`src/rtl/imem_loader_pkg.sv`:
```
// Shared definitions for the instruction-memory loader: FSM state encoding and size helpers.
// The checksum feature is selected by `IMEM_LOADER_CHECKSUM_EN; the CSUM encoding always exists.
package imem_loader_pkg;

  localparam int unsigned ADDR_W_DEF = 6;
  localparam int unsigned DATA_W_DEF = 32;

  typedef enum logic [2:0] {
    S_IDLE  = 3'd0,
    S_LEN   = 3'd1,
    S_DATA  = 3'd2,
    S_WRITE = 3'd3,
    S_CSUM  = 3'd4,
    S_DONE  = 3'd5
  } state_t;

  function automatic int unsigned depth_of(input int unsigned addr_w);
    return 32'd1 << addr_w;
  endfunction

  function automatic int unsigned bytes_of(input int unsigned data_w);
    return data_w / 8;
  endfunction

endpackage

```
`src/rtl/imem_loader_if.sv`:
```
// Byte-stream input and instruction-memory write bus of the loader.
// master = stream source / memory side, slave = loader.
interface imem_loader_if
  import imem_loader_pkg::*;
#(
  parameter int unsigned ADDR_W = ADDR_W_DEF,
  parameter int unsigned DATA_W = DATA_W_DEF
);
  logic              load_start;
  logic [7:0]        byte_in;
  logic              byte_valid;
  logic              byte_ready;
  logic              mem_we;
  logic [ADDR_W-1:0] mem_addr;
  logic [DATA_W-1:0] mem_wdata;
  logic              cpu_hold;
  logic              load_done;
  logic              load_error;

  modport master (
    output load_start, byte_in, byte_valid,
    input  byte_ready, mem_we, mem_addr, mem_wdata, cpu_hold, load_done, load_error
  );

  modport slave (
    input  load_start, byte_in, byte_valid,
    output byte_ready, mem_we, mem_addr, mem_wdata, cpu_hold, load_done, load_error
  );
endinterface

```
`src/rtl/imem_loader_byte_assembler.sv`:
```
// Shifts stream bytes MSB-first into an instruction word and tracks the byte index.
module byte_assembler
  import imem_loader_pkg::*;
#(
  parameter int unsigned DATA_W = DATA_W_DEF
) (
  input  logic              clk,
  input  logic              reset,
  input  logic              i_shift,
  input  logic              i_clear,
  input  logic [7:0]        i_byte,
  output logic [DATA_W-1:0] o_word,
  output logic              o_word_full
);
  localparam int unsigned BYTES = bytes_of(DATA_W);
  localparam int unsigned IDX_W = (BYTES > 1) ? $clog2(BYTES) : 1;

  logic [IDX_W-1:0]  r_idx;
  logic [DATA_W-1:0] r_word;

  // o_word_full means the pending shift supplies the last byte of the word
  assign o_word_full = (r_idx == IDX_W'(BYTES - 1));
  assign o_word      = r_word;

  always_ff @(posedge clk) begin
    if (reset || i_clear) begin
      r_idx  <= '0;
      r_word <= '0;
    end else if (i_shift) begin
      r_idx  <= o_word_full ? '0 : r_idx + IDX_W'(1);
      r_word <= {r_word[DATA_W-9:0], i_byte};
    end
  end
endmodule

```
`src/rtl/imem_loader.sv`:
```
// Loads LEN-prefixed byte frames into instruction memory and holds the CPU meanwhile.
// Optional trailing checksum byte when `IMEM_LOADER_CHECKSUM_EN is defined.
module imem_loader
  import imem_loader_pkg::*;
#(
  parameter int unsigned ADDR_W = ADDR_W_DEF,
  parameter int unsigned DATA_W = DATA_W_DEF
) (
  input  logic           clk,
  input  logic           reset,
  imem_loader_if.slave   bus
);
  localparam int unsigned DEPTH = depth_of(ADDR_W);
  localparam int unsigned CNT_W = ADDR_W + 1;
`ifdef IMEM_LOADER_CHECKSUM_EN
  localparam state_t S_AFTER = S_CSUM;
`else
  localparam state_t S_AFTER = S_DONE;
`endif

  state_t            r_state, w_state_nxt;
  logic              r_byte_ready, r_mem_we, r_cpu_hold, r_load_done, r_load_error;
  logic [ADDR_W-1:0] r_mem_addr;
  logic [DATA_W-1:0] r_mem_wdata;
  logic [CNT_W-1:0]  r_count, w_count_nxt, r_len, w_len_nxt;
  logic              w_err_nxt, w_hold_nxt;
  logic              w_accept, w_shift, w_clear, w_word_full, w_len_over;
  logic [DATA_W-1:0] w_word, w_word_next;

  assign w_accept    = bus.byte_valid && r_byte_ready;
  assign w_len_over  = (32'(bus.byte_in) > DEPTH);
  assign w_word_next = {w_word[DATA_W-9:0], bus.byte_in};

  byte_assembler #(.DATA_W(DATA_W)) u_asm (
    .clk         (clk),
    .reset       (reset),
    .i_shift     (w_shift),
    .i_clear     (w_clear),
    .i_byte      (bus.byte_in),
    .o_word      (w_word),
    .o_word_full (w_word_full)
  );

`ifdef IMEM_LOADER_CHECKSUM_EN
  logic [7:0] r_sum, w_csum;
  assign w_csum = r_sum + bus.byte_in;

  always_ff @(posedge clk) begin
    if (reset) begin
      r_sum <= '0;
    end else if (w_accept && r_state == S_LEN) begin
      r_sum <= bus.byte_in;
    end else if (w_accept && r_state == S_DATA) begin
      r_sum <= w_csum;
    end
  end
`endif

  always_comb begin
    w_state_nxt = r_state;
    w_count_nxt = r_count;
    w_len_nxt   = r_len;
    w_err_nxt   = r_load_error;
    w_hold_nxt  = r_cpu_hold;
    w_shift     = 1'b0;
    w_clear     = 1'b0;
    unique case (r_state)
      S_IDLE: if (bus.load_start) begin
        w_state_nxt = S_LEN;
        w_err_nxt   = 1'b0;
        w_count_nxt = '0;
        w_hold_nxt  = 1'b1;
      end
      S_LEN: if (w_accept) begin
        w_clear   = 1'b1;
        w_len_nxt = CNT_W'(bus.byte_in);
        if (w_len_over) begin
          w_err_nxt   = 1'b1;
          w_state_nxt = S_DONE;
        end else if (bus.byte_in == 8'd0) begin
          w_state_nxt = S_AFTER;
        end else begin
          w_state_nxt = S_DATA;
        end
      end
      S_DATA: if (w_accept) begin
        w_shift = 1'b1;
        if (w_word_full) w_state_nxt = S_WRITE;
      end
      S_WRITE: begin
        w_count_nxt = r_count + CNT_W'(1);
        w_state_nxt = (w_count_nxt == r_len) ? S_AFTER : S_DATA;
      end
`ifdef IMEM_LOADER_CHECKSUM_EN
      S_CSUM: if (w_accept) begin
        if (w_csum != 8'd0) w_err_nxt = 1'b1;
        w_state_nxt = S_DONE;
      end
`endif
      S_DONE: begin
        w_hold_nxt  = 1'b0;
        w_state_nxt = S_IDLE;
      end
      default: w_state_nxt = S_IDLE;
    endcase
  end

  // Outputs are registered from the next state so they line up with the state they describe
  always_ff @(posedge clk) begin
    if (reset) begin
      r_state      <= S_IDLE;
      r_byte_ready <= 1'b0;
      r_mem_we     <= 1'b0;
      r_cpu_hold   <= 1'b0;
      r_load_done  <= 1'b0;
      r_load_error <= 1'b0;
      r_mem_addr   <= '0;
      r_mem_wdata  <= '0;
      r_count      <= '0;
      r_len        <= '0;
    end else begin
      r_state      <= w_state_nxt;
      r_byte_ready <= (w_state_nxt == S_LEN) || (w_state_nxt == S_DATA) || (w_state_nxt == S_CSUM);
      r_mem_we     <= (w_state_nxt == S_WRITE);
      r_load_done  <= (w_state_nxt == S_DONE);
      r_cpu_hold   <= w_hold_nxt;
      r_load_error <= w_err_nxt;
      r_count      <= w_count_nxt;
      r_len        <= w_len_nxt;
      if (w_shift && w_word_full) begin
        r_mem_addr  <= r_count[ADDR_W-1:0];
        r_mem_wdata <= w_word_next;
      end
    end
  end

  assign bus.byte_ready = r_byte_ready;
  assign bus.mem_we     = r_mem_we;
  assign bus.mem_addr   = r_mem_addr;
  assign bus.mem_wdata  = r_mem_wdata;
  assign bus.cpu_hold   = r_cpu_hold;
  assign bus.load_done  = r_load_done;
  assign bus.load_error = r_load_error;
endmodule

```
`src/flat_wrapper.sv`:
```
// flat-port wrapper written by rule: the top's interface ports become plain ports
module imem_loader_flat import imem_loader_pkg::*;
#(
  parameter int unsigned ADDR_W = ADDR_W_DEF,
  parameter int unsigned DATA_W = DATA_W_DEF
)
  (clk, reset, bus_load_start, bus_byte_in, bus_byte_valid, bus_byte_ready, bus_mem_we, bus_mem_addr, bus_mem_wdata, bus_cpu_hold, bus_load_done, bus_load_error);
  imem_loader_if #(.ADDR_W(ADDR_W), .DATA_W(DATA_W)) bus_i ();
  input  logic clk;
  input  logic reset;
  input wire logic [$bits(bus_i.load_start)-1:0] bus_load_start;
  input wire logic [$bits(bus_i.byte_in)-1:0] bus_byte_in;
  input wire logic [$bits(bus_i.byte_valid)-1:0] bus_byte_valid;
  output wire logic [$bits(bus_i.byte_ready)-1:0] bus_byte_ready;
  output wire logic [$bits(bus_i.mem_we)-1:0] bus_mem_we;
  output wire logic [$bits(bus_i.mem_addr)-1:0] bus_mem_addr;
  output wire logic [$bits(bus_i.mem_wdata)-1:0] bus_mem_wdata;
  output wire logic [$bits(bus_i.cpu_hold)-1:0] bus_cpu_hold;
  output wire logic [$bits(bus_i.load_done)-1:0] bus_load_done;
  output wire logic [$bits(bus_i.load_error)-1:0] bus_load_error;
  assign bus_i.load_start = bus_load_start;
  assign bus_i.byte_in = bus_byte_in;
  assign bus_i.byte_valid = bus_byte_valid;
  assign bus_byte_ready = bus_i.byte_ready;
  assign bus_mem_we = bus_i.mem_we;
  assign bus_mem_addr = bus_i.mem_addr;
  assign bus_mem_wdata = bus_i.mem_wdata;
  assign bus_cpu_hold = bus_i.cpu_hold;
  assign bus_load_done = bus_i.load_done;
  assign bus_load_error = bus_i.load_error;
  imem_loader #(.ADDR_W(ADDR_W), .DATA_W(DATA_W)) u_core (.clk(clk), .reset(reset), .bus(bus_i));
endmodule
```
`config.mk`:
```
export PLATFORM = sky130hd
export DESIGN_NAME = imem_loader_flat
export DESIGN_NICKNAME = d
export VERILOG_FILES = /design/src/rtl/imem_loader_pkg.sv /design/src/rtl/imem_loader_if.sv /design/src/rtl/imem_loader_byte_assembler.sv /design/src/rtl/imem_loader.sv /design/src/flat_wrapper.sv
export SDC_FILE = /design/constraint.sdc
export NUM_CORES = 1
export LEC_CHECK = 0
export CAP_MARGIN = 20
export CELL_PAD_IN_SITES_DETAIL_PLACEMENT = 1
export CELL_PAD_IN_SITES_GLOBAL_PLACEMENT = 1
export CORE_MARGIN = 3
export CORE_UTILIZATION = 35
export DETAILED_ROUTE_END_ITERATION = 8
export HOLD_SLACK_MARGIN = 0.05
export PLACE_DENSITY = 0.74
export RECOVER_POWER = 25
export SLEW_MARGIN = 25
export SYNTH_ARGS = -nofsm -noshare
export SYNTH_HDL_FRONTEND = slang
export SYNTH_SLANG_ARGS = --single-unit
export TNS_END_PERCENT = 100
```
`constraint.sdc`:
```
create_clock -name clk -period 5.7 [get_ports clk]
set_clock_uncertainty 0.15 [all_clocks]
set_input_delay 0.855 -clock clk [delete_from_list [all_inputs] [get_ports clk]]
set_output_delay 0.855 -clock clk [all_outputs]
set_load 0.02 [all_outputs]
```
== Word-level counts from Yosys, hierarchy flattened ==
Index checks and enable logic that the tools add are counted.

* Reduce and logical (&&, ||, !) cells: 14
* Multiplexer cells: 20
* $add $sub $neg: 2
* Equal/unequal tests: 14
* Magnitude comparators: 1

{| class="wikitable"
|+ Operator list
! kind !! number
|-
| $mux 3 || 7
|-
| $pmux 7 s2 || 1
|-
| $eq 3x2->1 const B || 4
|-
| $pmux 3 s4 || 1
|-
| $eq 3x3->1 const B || 3
|-
| $gt 8x7->1 const B || 1
|-
| $logic_not 8->1 || 1
|-
| $add 7x1->7 const B || 1
|-
| $eq 7x7->1 || 1
|-
| $mux 1 || 7
|-
| $mux 7 || 1
|-
| $eq 3x1->1 const B || 2
|-
| $reduce_and 2->1 || 3
|-
| $reduce_bool 2->1 || 3
|-
| $ne 2x1->1 const B || 2
|-
| $pmux 1 s2 || 2
|-
| $reduce_and 4->1 || 1
|-
| $logic_not 3->1 || 1
|-
| $logic_or 1x1->1 || 3
|-
| $add 2x1->2 const B || 1
|-
| $eq 2x2->1 const B || 1
|-
| $logic_and 1x1->1 || 2
|-
| $mux 2 || 1
|-
| $ne 2x2->1 const B || 1
|}

* Flip-flop bits (word level): 86
* Bits of input ports: 12

== Logic depth before layout (Yosys ltp) ==
* Depth in word-level cells: 8
* Mapped depth: 8

== Modules after synthesis ==
A second synthesis with hierarchy kept.

* Cell total of the unflattened synthesis: 429
* Area total of the unflattened synthesis: 3733.6 um^2

{| class="wikitable"
|+ Modules (own cells, without submodules)
! module !! cells an instance !! sequential area each (um^2) !! instances !! area each (um^2)
|-
| imem_loader || 316 || 1201.2 || 1 || 2491.1
|-
| byte_assembler || 113 || 680.7 || 1 || 1242.4
|}

== Worst setup path after synthesis ==
OpenSTA, ideal clock, no wires.

* Kind: reg2reg
* Start: register u_core.r_count[0]
* End: register u_core.r_mem_we, in the netlist u_core.bus.mem_we
* Clock period less this slack: 2311 ps
* Setup time: 140 ps
* Stages on the path, launching flop included: 8
* Setup slack: 3389 ps
* Data arrival time: 2021 ps
* Cells stage by stage: dfxtp_1 > ha_1 > nand3_2 > or3_4 > a2111oi_4 > a41oi_1 > nor2_1 > a311oi_2

* Cells in the longest elaborated chain, start to end: 5

{| class="wikitable"
|+ RTL lines
! element !! line !! text
|-
| from (decl) || imem_loader.sv:25 || <nowiki>logic [CNT_W-1:0] r_count, w_count_nxt, r_len, w_len_nxt;</nowiki>
|-
| from (signal assigned) || imem_loader.sv:128 || <nowiki>r_count <= w_count_nxt;</nowiki>
|-
| $add 7x1->7 || imem_loader.sv:91 || <nowiki>w_count_nxt = r_count + CNT_W'(1);</nowiki>
|-
| $eq 7x7->1 || imem_loader.sv:92 || <nowiki>w_state_nxt = (w_count_nxt == r_len) ? S_AFTER : S_DATA;</nowiki>
|-
| $mux 3 || imem_loader.sv:92 ||
|-
| $pmux 3 s4 || imem_loader.sv:67 || <nowiki>unique case (r_state)</nowiki>
|-
| $eq 3x2->1 || imem_loader.sv:124 || <nowiki>r_mem_we <= (w_state_nxt == S_WRITE);</nowiki>
|-
| to (signal assigned) || imem_loader.sv:124 ||
|-
| to (decl) || imem_loader.sv:22 || <nowiki>logic r_byte_ready, r_mem_we, r_cpu_hold, r_load_done, r_load_error;</nowiki>
|}

Every way passes these cells.
A chain may end at the register's enable or synchronous reset.

== Worst setup path in the final report ==
* Start: input port bus_byte_valid
* End: register u_core.r_mem_addr[0], in the netlist u_core.bus.mem_addr[0]

* Cells in the longest elaborated chain, start to end: 4

{| class="wikitable"
|+ RTL lines
! element !! line !! text
|-
| from (decl) || flat_wrapper.sv:13 || <nowiki>input wire logic [$bits(bus_i.byte_valid)-1:0] bus_byte_valid;</nowiki>
|-
| $logic_and 1x1->1 || imem_loader.sv:30 || <nowiki>assign w_accept = bus.byte_valid && r_byte_ready;</nowiki>
|-
| $mux 1 || imem_loader.sv:86 || <nowiki>S_DATA: if (w_accept) begin</nowiki>
|-
| $mux 1 || imem_loader.sv:67 ||
|-
| $logic_and 1x1->1 || imem_loader.sv:130 || <nowiki>if (w_shift && w_word_full) begin</nowiki>
|-
| to (signal assigned) || imem_loader.sv:131 || <nowiki>r_mem_addr <= r_count[ADDR_W-1:0];</nowiki>
|-
| to (decl) || imem_loader.sv:23 || <nowiki>logic [ADDR_W-1:0] r_mem_addr;</nowiki>
|}

Every way passes these cells.

==> results list <==
- The synthesized design contains 0 enable-type register cells.
- Fill count: 1156
- The flow ran to the end, and the final reports show no timing, DRC or antenna violations.
- Of the total synthesized cell area, the portion taken by AND, OR, NAND and NOR gates is 0.252.
- The worst register-to-register path begins at u_core.r_state[2].
* Post-Route WL: roughly 9 mm
- Wire length of the first global-routing pass: about 16 mm
- Of the total synthesized cell area, the portion taken by XOR and XNOR cells is 0.0259.
- Post-cts sizing count: 0
- Final cycle utilization of the critical path: 0.615
- Setup violations remaining at the end of the flow were counted as 0.
* Setup total negative slack: 0 ns
- The endpoint identified for the worst register-to-register timing path is u_core.bus.mem_addr[0].
* Final Max Slew Viols: 0
- Cells along the critical path: clkdlybuf4s50_1 -> nand2_1 -> nor3_2 -> buf_4 -> and2_1 -> buf_4 -> nand2_1 -> a21oi_1
* Unique masters post-synth: 40
- Die width: roughly 100 um
- Capture endpoint of the worst hold path: u_core.bus.mem_wdata[23]
- For this run, global-route usage on met3 was measured as 0.0341.
- Effective utilization at floorplan: 0.363
- Dividing the detail-routed wire length by the instance count gives 14.9 um.
* Reg2Reg Depth: 7
- First-pass iteration count of the detailed router: 4
* Max clock buf depth: 2
- Leakage power: ~1.4 nW
- Global routing finished with a remaining overflow of 0.
- Min Tclk post-route: about 3.5 ns
- Of the cells placed in the final design, the portion with a size suffix greater than 1 is 0.0634.
- Cells taking the most area after synthesis: dfxtp_1, nand2_1, a21oi_1, nor2_1, xnor2_1
* Post-CTS setup repair buffer count: 0
- The number of antenna violations at the first check in global routing was 0.
* Share of the core filled with cells: 0.448
- STA classifies the critical path endpoint as a flip-flop.
- Max Fclk: roughly 290 MHz
- Final-stage net count: between 400 and 500
- P&R area growth vs syn: 23.5%
* Vias per inst: between 4 and 5
- In this run the worst path has a maximum fanout of 20.
- Most frequently used flop master after synthesis: dfxtp_1
- Number of warnings printed during yosys synthesis: 0
- The most common cell in the synthesized netlist is nand2_1.
- The internal power of the cells totals a little under 0.9 mW.
- The worst pin sits at a relative slew slack of 0.347.
* Pin count of the biggest net entering global routing: 62
- By area, the combinational part of the netlist is dominated by simple AND/OR/NAND/NOR gates.
- The floorplan step defined a die boundary enclosing 10900 sq um.
* FF-to-FF setup slack: around 2.7 ns
* Total clock sinks: between 80 and 90
- The core region is around 9300 sq um.
- For this run, the total global-route usage over all layers was measured as 0.174.
* Mux share of post-synthesis cell area: 0
- Sorting the synthesized cells by how often they occur yields nand2_1, dfxtp_1, a21oi_1.
- Layer with the highest usage: met2
* Max H-tree Level: 3
* Highest cell delay on the worst timing path: about 0.69 ns
* DRT iter0 DRCs: approximately 110
- The number of hold buffers added after CTS was 0.
- The die is 104 um tall.
- Power density normalized to cell area: 270 nW/um^2
* DRC: 0
* Post-synthesis async set-or-reset flop share: 0
* Hold Worst Slack: 0.305 ns
- Worst endpoint data arrival time: 3.63 ns
* HP Class: reg2reg
* Share of synthesized cell area in full adder, half adder and majority cells: 0.00740
* Average size of a mapped cell: 7.94 sq um
- Total number of placement rows: 35
- At the pin with the least slew margin, the transition time is approximately 0.98 ns.
* CTS tree: built
* Worst setup path category: in2reg
- Sequential cell area fraction in the yosys report: 0.509
- Clock tree synthesis selected as its root buffer the cell clkbuf_8.
- Buffers inserted during clock tree synthesis total 9.
* Part of the total power dissipated in sequential elements: 0.540
- Final antenna diode count: 0
- Detailed placer's ending HPWL: 6.29 mm
- For this design, the slowest cell found on the critical path is nor3_2.
- At the worst endpoint, the required time is approximately 5.8 ns.
- Worst vdd rail ir drop: around 0.12 mV
- Synthesis produced a netlist whose cell count is between 400 and 500.
* Met1 routing resource usage after global routing: 0.236
* Setup repair after global routing missed its margin: false
- Input and output buffers added on the ports amount to 54.
- The multi-input combinational cells in the finished layout cover a total of 1510 sq um.
- Part of the power in the clock network: 0.418
- In the global route stage, met2 resource usage came out at 0.281.
* Post-synth net total: between 400 and 500
- Combinational share of power: 0.042
- Top cell type by total area after synthesis: dfxtp_1
- The cell area that synthesis handed to floorplanning was 3380 sq um.
* Last weighted congestion value of the routability-driven placer: 0.802
* Top-level port count: between 50 and 60
- The worst hold path passes through 2 cells.
- Count of state elements after synthesis: 86
- The via count of the first global-routing pass was around 3100.
* Compound-gate portion of the synthesized area: 0.160
* CP startpoint kind: primary input
* Sequential standard cell area: 1720 sq um
- Switching power: around 0.26 mW
- Worst skew pair latency: roughly 0.35 ns
- Clock transition time at the flip-flop clock pins of the worst setup and hold paths: approximately 0.08 ns
- Proportion of total power due to net switching: 0.229
- Max-cap violations: 0
* Area share of the largest cell type after synthesis: 0.509
- Number of vias after detailed routing: roughly 3000
* Hold Fails Final Rpt: 0
- Min-delay src: u_core.bus.mem_wdata[23]
* Routed Antenna Nets: 0
-- final cells by class --
| class | instances | area share |
|---|---|---|
| Sequential cell | 86 | 0.412 |
| Timing Repair Buffer | 58 | 0.135 |
| Clock buffer | 9 | 0.0296 |
| Multi-Input combinational cell | 312 | 0.360 |
| Tap cell | 129 | 0.0386 |
| Clock inverter | 7 | 0.0231 |
| Inverter | 1 | 0.000898 |
-- worst max-delay path by stage --
stage                      startpoint                endpoint  slack [ns]  cells after the start
floorplan           u_core.r_count[0]       u_core.bus.mem_we        3.39                      7
global placement       bus_byte_valid   u_core.bus.byte_ready        1.96                      8
detailed placement     bus_byte_valid   u_core.bus.byte_ready        1.81                      8
CTS                    bus_byte_valid  u_core.bus.mem_addr[0]        2.13                      8
global route           bus_byte_valid  u_core.bus.mem_addr[0]        1.93                      8
finish                 bus_byte_valid  u_core.bus.mem_addr[0]        2.19                      8
-- stage by stage --
stage          std cells  instance area (sq um)  total power [mW]  worst slack, ns
2_1_floorplan        426                   3380             0.649             3.39
3_3_place_gp         586                   3960             0.669             1.96
3_5_place_dp         586                   3960             0.670             1.81
4_1_cts              602                   4180              1.14             2.13
5_1_grt              602                   4180              1.17             1.93
6_report             602                   4180              1.13             2.19
-- flip-flops by register name, summed over array words and instances, names as in the netlist --
register / cells
u_core.r_state: 3
u_core.u_asm.o_word: 24
u_core.bus.mem_we: 1
u_core.bus.byte_ready: 1
u_core.bus.cpu_hold: 1
u_core.bus.mem_addr: 6
u_core.u_asm.r_idx: 2
u_core.bus.load_error: 1
u_core.r_len: 7
u_core.bus.load_done: 1
u_core.r_count: 7
u_core.bus.mem_wdata: 32
-- power by group through the flow --
stage | combinational [mW] | clock, mW | sequential [mW]
after floorplan | 0.0267 | 0 | 0.622
after global placement | 0.0468 | 0 | 0.622
after detailed placement | 0.0483 | 0 | 0.622
after CTS | 0.0485 | 0.482 | 0.608
after global routing | 0.0527 | 0.511 | 0.609
final | 0.0477 | 0.471 | 0.608
-- cell families (layout without fill, tap and decap cells) --
| family | after synthesis | in the layout |
|---|---|---|
| AND/OR/NAND/NOR | 202 | 202 |
| adder cells (fa/ha/maj) | 2 | 2 |
| AO/OA/AOI/OAI | 98 | 98 |
| buffers and inverters | 28 | 75 |
| flip-flops | 86 | 86 |
| XOR/XNOR | 10 | 10 |
-- worst max-delay path, delay by kind of cell --
| kind | cells | cell delay, ns |
|---|---|---|
| buffers and inverters | 3 | 1.17 |
| and+or+nand+nor | 4 | 1.43 |
| AOI/OAI and AO/OA | 1 | 0.15 |
-- cell usage in the layout, fill, tap and decap left out, types with 2 or more instances in the layout --
cell type        synthesis  routed
clkdlybuf4s50_1          0      23
nor4_1                   2       2
buf_4                    0       4
ha_1                     2       2
xor2_1                   3       3
a21oi_1                 82      82
dfxtp_1                 86      86
o21ai_0                  6       6
nand2_1                156     156
nand3_1                  3       3
clkbuf_8                 2       9
xnor2_1                  7       7
clkinvlp_4               0       3
dlygate4sd3_1            0      30
bufinv_16                0       2
nor2_1                  18      18
or3_1                    2       2
a211oi_1                 2       2
nor3_1                   8       8
nand2b_1                 2       2
-- layer usage --
layer,vias up,part of all wire
met1,1446,0.49
met2,48,0.47
met3,8,0.031
met4,0,0.0084
met5,-,0
li1,1490,-
Note: power is estimated with default switching activity, not from simulation.
